File: src/rtl/ddr4_lane_dly_step_ctrl.sv
// ddr4_lane_dly_step_ctrl
//
// Sequences one delay-line training request for a DDR4 lane controller.
// A request raises HS_IO_CLK_PAUSE, issues spaced DELAY_LINE_MOVE pulses
// (or a single DELAY_LINE_LOAD), watches the selected line's out-of-range
// flag, releases the pause and reports status with a one-cycle DONE.
// A tracked tap position is kept for each delay line.
//
// Ports
//   FAB_CLK, ARST_N                 clock, async active-low reset
//   REQ_VALID / REQ_READY           request handshake (ready only in IDLE)
//   REQ_SEL, REQ_DIR, REQ_LOAD      line select (1=TX), direction (1=inc), reload
//   REQ_TAPS                        number of move pulses (0 legal)
//   RX/TX_DELAY_LINE_OUT_OF_RANGE   range flags from the lane controller
//   DELAY_LINE_SEL/DIRECTION        registered request fields to the lane
//   DELAY_LINE_MOVE/LOAD            single-cycle pulses to the lane
//   HS_IO_CLK_PAUSE                 pause request to the lane synchroniser
//   DONE, DONE_OOR, DONE_TAPS       completion pulse and status
//   RX_TAP_POS, TX_TAP_POS          tracked tap positions
//
// state   | meaning
// --------+-----------------------------------------------------------
// IDLE    | ready for a request
// PAUSE   | pause held PAUSE_SETUP cycles before the first pulse
// MOVE    | one pulse cycle (move or load), tap position updated
// GAP     | MOVE_GAP quiet cycles, selected range flag sampled
// RELEASE | pause dropped, PAUSE_HOLD cycles of settling
// DONE    | one-cycle completion status
module ddr4_lane_dly_step_ctrl #(
    parameter int         PAUSE_SETUP = 4,
    parameter int         MOVE_GAP    = 3,
    parameter int         PAUSE_HOLD  = 4,
    parameter logic [7:0] INIT_TAP    = 8'd1
) (
    input  logic       FAB_CLK,
    input  logic       ARST_N,
    input  logic       REQ_VALID,
    output logic       REQ_READY,
    input  logic       REQ_SEL,
    input  logic       REQ_DIR,
    input  logic       REQ_LOAD,
    input  logic [7:0] REQ_TAPS,
    input  logic       RX_DELAY_LINE_OUT_OF_RANGE,
    input  logic       TX_DELAY_LINE_OUT_OF_RANGE,
    output logic       DELAY_LINE_SEL,
    output logic       DELAY_LINE_DIRECTION,
    output logic       DELAY_LINE_MOVE,
    output logic       DELAY_LINE_LOAD,
    output logic       HS_IO_CLK_PAUSE,
    output logic       DONE,
    output logic       DONE_OOR,
    output logic [7:0] DONE_TAPS,
    output logic [7:0] RX_TAP_POS,
    output logic [7:0] TX_TAP_POS
);

    typedef enum logic [2:0] {
        S_IDLE,
        S_PAUSE,
        S_MOVE,
        S_GAP,
        S_RELEASE,
        S_DONE
    } state_t;

    localparam logic [3:0] SETUP_LOAD = 4'(PAUSE_SETUP - 1);
    localparam logic [3:0] GAP_LOAD   = 4'(MOVE_GAP - 1);
    localparam logic [3:0] HOLD_LOAD  = 4'(PAUSE_HOLD - 1);

    state_t     state;
    logic [3:0] timer;
    logic       sel_q;
    logic       dir_q;
    logic       load_q;
    logic [7:0] taps_q;
    logic [7:0] issued;
    logic       abort;

    logic       oor_sel;
    logic       more_pulses;

    // Only the selected line's flag matters; it is only looked at in GAP.
    assign oor_sel     = sel_q ? TX_DELAY_LINE_OUT_OF_RANGE : RX_DELAY_LINE_OUT_OF_RANGE;
    // Decision at the last GAP cycle includes that cycle's own flag sample.
    assign more_pulses = !(abort || oor_sel) && !load_q && (issued != taps_q);

    function automatic logic [7:0] tap_step(input logic [7:0] pos, input logic inc);
        if (inc) return (pos == 8'hFF) ? pos : pos + 8'd1;
        else     return (pos == 8'h00) ? pos : pos - 8'd1;
    endfunction

    always_ff @(posedge FAB_CLK or negedge ARST_N) begin
        if (!ARST_N) begin
            state                <= S_IDLE;
            timer                <= 4'd0;
            sel_q                <= 1'b0;
            dir_q                <= 1'b0;
            load_q               <= 1'b0;
            taps_q               <= 8'd0;
            issued               <= 8'd0;
            abort                <= 1'b0;
            REQ_READY            <= 1'b1;
            DELAY_LINE_SEL       <= 1'b0;
            DELAY_LINE_DIRECTION <= 1'b0;
            DELAY_LINE_MOVE      <= 1'b0;
            DELAY_LINE_LOAD      <= 1'b0;
            HS_IO_CLK_PAUSE      <= 1'b0;
            DONE                 <= 1'b0;
            DONE_OOR             <= 1'b0;
            DONE_TAPS            <= 8'd0;
            RX_TAP_POS           <= INIT_TAP;
            TX_TAP_POS           <= INIT_TAP;
        end else begin
            DELAY_LINE_MOVE <= 1'b0;
            DELAY_LINE_LOAD <= 1'b0;
            DONE            <= 1'b0;

            case (state)
                S_IDLE: begin
                    if (REQ_VALID) begin
                        sel_q                <= REQ_SEL;
                        dir_q                <= REQ_DIR;
                        load_q               <= REQ_LOAD;
                        taps_q               <= REQ_TAPS;
                        issued               <= 8'd0;
                        abort                <= 1'b0;
                        DELAY_LINE_SEL       <= REQ_SEL;
                        DELAY_LINE_DIRECTION <= REQ_DIR;
                        HS_IO_CLK_PAUSE      <= 1'b1;
                        REQ_READY            <= 1'b0;
                        timer                <= SETUP_LOAD;
                        state                <= S_PAUSE;
                    end
                end

                S_PAUSE: begin
                    if (timer == 4'd0) begin
                        if (load_q || (taps_q != 8'd0)) begin
                            DELAY_LINE_LOAD <= load_q;
                            DELAY_LINE_MOVE <= !load_q;
                            state           <= S_MOVE;
                        end else begin
                            HS_IO_CLK_PAUSE <= 1'b0;
                            timer           <= HOLD_LOAD;
                            state           <= S_RELEASE;
                        end
                    end else begin
                        timer <= timer - 4'd1;
                    end
                end

                S_MOVE: begin
                    if (load_q) begin
                        if (sel_q) TX_TAP_POS <= INIT_TAP;
                        else       RX_TAP_POS <= INIT_TAP;
                    end else begin
                        issued <= issued + 8'd1;
                        if (sel_q) TX_TAP_POS <= tap_step(TX_TAP_POS, dir_q);
                        else       RX_TAP_POS <= tap_step(RX_TAP_POS, dir_q);
                    end
                    timer <= GAP_LOAD;
                    state <= S_GAP;
                end

                S_GAP: begin
                    if (oor_sel) abort <= 1'b1;
                    if (timer == 4'd0) begin
                        if (more_pulses) begin
                            DELAY_LINE_MOVE <= 1'b1;
                            state           <= S_MOVE;
                        end else begin
                            HS_IO_CLK_PAUSE <= 1'b0;
                            timer           <= HOLD_LOAD;
                            state           <= S_RELEASE;
                        end
                    end else begin
                        timer <= timer - 4'd1;
                    end
                end

                S_RELEASE: begin
                    if (timer == 4'd0) begin
                        DONE      <= 1'b1;
                        DONE_OOR  <= abort;
                        DONE_TAPS <= issued;
                        state     <= S_DONE;
                    end else begin
                        timer <= timer - 4'd1;
                    end
                end

                S_DONE: begin
                    REQ_READY <= 1'b1;
                    state     <= S_IDLE;
                end

                default: begin
                    REQ_READY <= 1'b1;
                    state     <= S_IDLE;
                end
            endcase
        end
    end

endmodule

File: config.mk
export PLATFORM = sky130hd
export DESIGN_NAME = ddr4_lane_dly_step_ctrl
export DESIGN_NICKNAME = d
export VERILOG_FILES = /design/src/rtl/ddr4_lane_dly_step_ctrl.sv
export SDC_FILE = /design/constraint.sdc
export NUM_CORES = 1
export LEC_CHECK = 0
export BUFFER_PORTS_ARGS = -buffer_cell sky130_fd_sc_hd__buf_2
export CELL_PAD_IN_SITES_DETAIL_PLACEMENT = 1
export CELL_PAD_IN_SITES_GLOBAL_PLACEMENT = 1
export CORE_UTILIZATION = 48
export CTS_CLUSTER_DIAMETER = 80
export DETAILED_ROUTE_END_ITERATION = 8
export PLACE_DENSITY = 0.82
export REMOVE_ABC_BUFFERS = 1
export SLEW_MARGIN = 25
export SYNTH_ARGS = -nofsm -noshare
export SYNTH_HDL_FRONTEND = slang
export SYNTH_SLANG_ARGS = --single-unit
File: constraint.sdc
create_clock -name FAB_CLK -period 5.6 [get_ports FAB_CLK]
set_input_delay 1.12 -clock FAB_CLK [delete_from_list [all_inputs] [get_ports FAB_CLK]]
set_output_delay 1.12 -clock FAB_CLK [all_outputs]
set_load 0.1 [all_outputs]
Word level (Yosys, flattened, before mapping)
Index checks and enable logic that the tools add are counted.
{ "totals": {"regBits": 57, "in_bits": 16, "output_inout_bits": 32, "elab_cells": 123} }
{ "op_classes": {"n_addsub": 6, "eq_ne": 22, "mux": 50, "bitwise": 2, "n_reduce_logical": 26} }
{ "op_table": {"columns": ["cell", "count"], "rows": [
  ["$mux W8", 14],
  ["$add A8 B1 Y8 const B", 3],
  ["$mux W4", 6],
  ["$pmux W4 S5", 1],
  ["$mux W3", 6],
  ["$ne A2 B2 Y1 const B", 9],
  ["$ne A3 B3 Y1 const B", 6],
  ["$mux W1", 17],
  ["$eq A8 B8 Y1 const B", 2],
  ["$logic_not A8 Y1", 2],
  ["$pmux W8 S2", 1],
  ["$sub A8 B1 Y8 const B", 2],
  ["$pmux W3 S5", 1],
  ["$reduce_and A4 Y1", 3],
  ["$ne A8 B8 Y1", 1],
  ["$reduce_bool A8 Y1", 1],
  ["$eq A3 B2 Y1 const B", 2],
  ["$pmux W1 S2", 3],
  ["$reduce_and A2 Y1", 3],
  ["$reduce_and A3 Y1", 2],
  ["$reduce_and A6 Y1", 1],
  ["$reduce_and A5 Y1", 1],
  ["$reduce_bool A5 Y1", 1],
  ["$logic_not A4 Y1", 1],
  ["12 further kinds", 17]
]} }

Depth between registers and ports, before layout
{ "logic_depth": {"depth_word": 8, "depth_mapped": 8, "mapped_depth_nobuf": 8} }

Least setup slack after synthesis
Ideal clock, no wire load.
{ "synth_timing": {"kind": "register to register", "startpoint": "register dir_q", "endpoint": "register RX_TAP_POS[6]", "setup_time_ps": 120, "arrival_ps": 3045, "required_ps": 5480, "path_slack_ps": 2434, "path_stages_with_launch": 9, "path_buffers": 0, "period_less_slack_ps": 3166, "cell_sequence": "dfrtp_1 -> inv_1 -> ha_1 -> nor2b_1 -> o21a_1 -> o21ai_0 -> a21boi_0 -> or3_1 -> a41o_1"} }
{ "synth_between": {"elab_chain_cells": 3, "elab_cells_between_ends": 6, "cone_classes": "2 x eq/ne; 3 x mux; 1 x reduce/logical"} }
{ "synth_rtl": {"columns": ["element", "line_no", "text"], "rows": [
  ["from (decl)", "73", "logic dir_q;"],
  ["from (signal assigned)", "97", "dir_q <= 1'b0;"],
  ["from (signal assigned)", "122", "dir_q <= REQ_DIR;"],
  ["$mux W8", "88", "if (inc) return (pos == 8'hFF) ? pos : pos + 8'd1;"],
  ["$mux W8", "158", "if (sel_q) TX_TAP_POS <= tap_step(TX_TAP_POS, dir_q);"],
  ["$mux W8", "153", "if (load_q) begin"],
  ["to (signal assigned)", "159", "else RX_TAP_POS <= tap_step(RX_TAP_POS, dir_q);"],
  ["to (decl)", "53", "output logic [7:0] RX_TAP_POS,"]
]} }
Several ways; a longest one is shown, not always the timed one. The select of a mux whose other input is x is not followed.
A chain may end at the register's enable or synchronous reset.

Final worst setup path
Same ends and word-level chain as after synthesis.

==> impl_metrics.yaml <==
run_status:
  outcome: "complete, but fails checks"
  violations: "design-rule violations"
worst_setup_path:
  slowest_delay_ns: 0.47
  end_kind: "flip-flop"
  crit_arrival_ns: 2.85
  r2r_setup_slack_ns: 2.98
  required_ns: 5.84
  crit_chain: "inv_1, ha_1, nor2b_1, o21a_1, o21ai_0, a21boi_0, or3_1, a41o_1"
  crit_type: "reg2reg"
  r2r_cells: 8
  cp_max_fo: 14
  cp-start-kind: "flip-flop"
  r2r-end: "RX_TAP_POS[6]"
  worst_path_max_delay_cell: "dfrtp_1"
  timing.rr.start: "dir_q"
grt:
  track_usage_pct: 24.6
  first_global_vias: 2730
  grt_max_degree: 58
  grt_pass1_wl_um: 13300
  overflow: 0
  antenna_found_initial: 0
finish:
  fillerInstances: 752
  multiInputGateArea_um2: 1650
  diodes: 0
  synthToLayoutAreaGrowth_pct: 14.3
  final_nets: 404
  drive_gt1_share_pct: 24.7
  regArea_um2: 1430
logic_synthesis:
  ys_top_cells_by_count: "54 x dfrtp_1, 29 x nand2_1, 27 x nor2_1"
  yosysTopAreaCellShare_pct: 41.8
  synthAdderAreaFrac_pct: 7.04
  synth_compound_area_share_pct: 13.0
  synth_area_per_cell_um2: 10.0
  synth_xor_area_share_pct: 5.96
  synth_edf_count: 0
  synthFlopType: "dfrtp_1"
  post-synth-top-count-cell: "dfrtp_1"
  synth_top_family_by_area: "simple AND/OR/NAND/NOR gates"
  ys_types: 57
  muxShareOfSynthArea_pct: 7.23
  yosys.area.top_type: "dfrtp_1"
  synth.area.top_cells: "dfrtp_1 42%, mux2_2 6.3%, ha_1 5.8%"
  syn-cell-area_um2: 3230
  yosys_warnings: 0
  synth-simple-area-share_pct: 17.8
  synth_seq_area_share_pct: 44.2
  netlist_instances: 322
  synthArstFlopShare_pct: 100
  ys_ff_latch: 57
floorplanning:
  die_x_um: 84.1
  start_util_pct: 50.4
  rows: 29
  die_area_um2: 7070
  coreArea_um2: 6420
  num_io_pins: 48
  die_h_um: 84.1
timing:
  skew_ns: 0.0100
  fin_crit_ns: 2.62
  fin_crit_sh_pct: 46.7
  slew_violations: 0
  fmax_mhz: 382
  setup-tns-final_ns: 0
  worst_slew_pin_slew_ns: 0.779
  rsz0062_at_grt: "false"
  slew_headroom_pct: 48.1
  setup_violations: 0
  hold_viol_final: 0
drt:
  totalWireLength_um: 7840
  wl_per_cell_um: 17.3
  met2WireLength_um: 4070
  drc_errors: 4
  wl_met1_um: 3300
  initialDrtViolationCount: 97
  first_pass_iters: 6
  viasPerCell: 5.80
  met3WireLength_um: 280
  top_layer: "met4"
  ant_nets: 0
  vias: 2627
clock_tree:
  clk_latency_ns: 0.35
  htree_levels: 3
  post_cts_buffers: 0
  cts_sinks: 57
  cts_resized: 0
  clockRootBuffer: "clkbuf_8"
  tritoncts: "done"
  cts_hold_buffers: 0
  clockBufferDepth: 2
  numCtsBuffers: 9
  clk_pin_slew_ns: 0.07
min_path:
  whs_endpoint: "HS_IO_CLK_PAUSE"
  min_path_type: "reg2reg"
  holdPathStages: 1
  holdCritStartpoint: "HS_IO_CLK_PAUSE"
placement:
  hpwl_um: 5790
  port_buffers: 47
  gp_congestion: 0.788
job:
  max_cap_violations: 0
[stage by stage]
step	setup WS [ns]	instance area (um^2)	utilization (%)	hold slack (ns)	instances
final	2.98	3700	57.5	0.502	453
after global routing	2.76	3700	57.5	0.514	453
after CTS	2.98	3700	57.5	0.500	453
after detailed placement	3.01	3500	54.5	0.484	437
after global placement	3.10	3500	54.5	0.461	437
after floorplan	2.43	3150	-	0.488	311
[layout by cell type, fill, tap and decap left out, types with 8 or more instances in the layout]
| master | netlist | final |
|---|---|---|
| a21oi_1 | 9 | 9 |
| buf_2 | 3 | 47 |
| o21ai_0 | 19 | 19 |
| ha_1 | 15 | 15 |
| nand4_1 | 8 | 8 |
| clkbuf_8 | 1 | 10 |
| mux2_2 | 18 | 18 |
| inv_1 | 19 | 19 |
| nand2_1 | 29 | 29 |
| nor3_1 | 8 | 8 |
| dfrtp_1 | 54 | 54 |
| xor2_1 | 16 | 16 |
| nand3_1 | 10 | 10 |
| nor2_1 | 27 | 27 |
| nor4_1 | 9 | 9 |
[final cells by class]
cell class	instances	area share (%)
clock inverter	5	1.49
clock buffer	11	3.83
inverter	19	1.93
multi-input combinational	235	44.7
timing repair buffer	49	6.77
sequential	57	38.7
tap	77	2.61
[how the worst max path moves through the flow]
stage	from	to	slack, ns	depth (start not counted)
final	dir_q	RX_TAP_POS[6]	2.98	8
after floorplan	dir_q	RX_TAP_POS[6]	2.43	8
after CTS	dir_q	RX_TAP_POS[6]	2.98	8
after detailed placement	dir_q	RX_TAP_POS[6]	3.01	8
after global routing	dir_q	TX_TAP_POS[7]	2.76	8
after global placement	dir_q	RX_TAP_POS[6]	3.10	8
[worst max-delay path, delay by kind of cell, from the launching register on]
kind	cells	cell delay, ns
adder cells (fa/ha/maj)	1	0.36
AO/OA/AOI/OAI	4	0.75
buffers and inverters	1	0.43
flip-flops	1	0.47
AND/OR/NAND/NOR	2	0.49
[state kept, by name (all words and copies together) (netlist names)]
name	count
DELAY_LINE_MOVE	1
abort	1
state	3
dir_q	1
DONE	1
RX_TAP_POS	8
DONE_OOR	1
taps_q	8
sel_q	1
TX_TAP_POS	8
HS_IO_CLK_PAUSE	1
issued	8
DONE_TAPS	8
REQ_READY	1
DELAY_LINE_LOAD	1
load_q	1
timer	4
[cells by family (layout without fill, tap and decap cells)]
group,after synthesis,in the layout
flip-flops,57,57
buffers and inverters,30,84
adder cells (fa/ha/maj),17,17
XOR/XNOR,22,22
AO/OA/AOI/OAI,61,61
AND/OR/NAND/NOR,114,114
multiplexers,21,21
[layer usage]
layer  track usage [%]  vias to the layer above
met1              28.9                     1311
met5                 0                        -
met4              12.1                        0
li1                  -                     1245
met3              5.34                       16
met2              42.5                       55
Power is left out: the tool's default activity adds up to more than one toggle a clock period on the data nets, which glitch-free logic cannot reach.
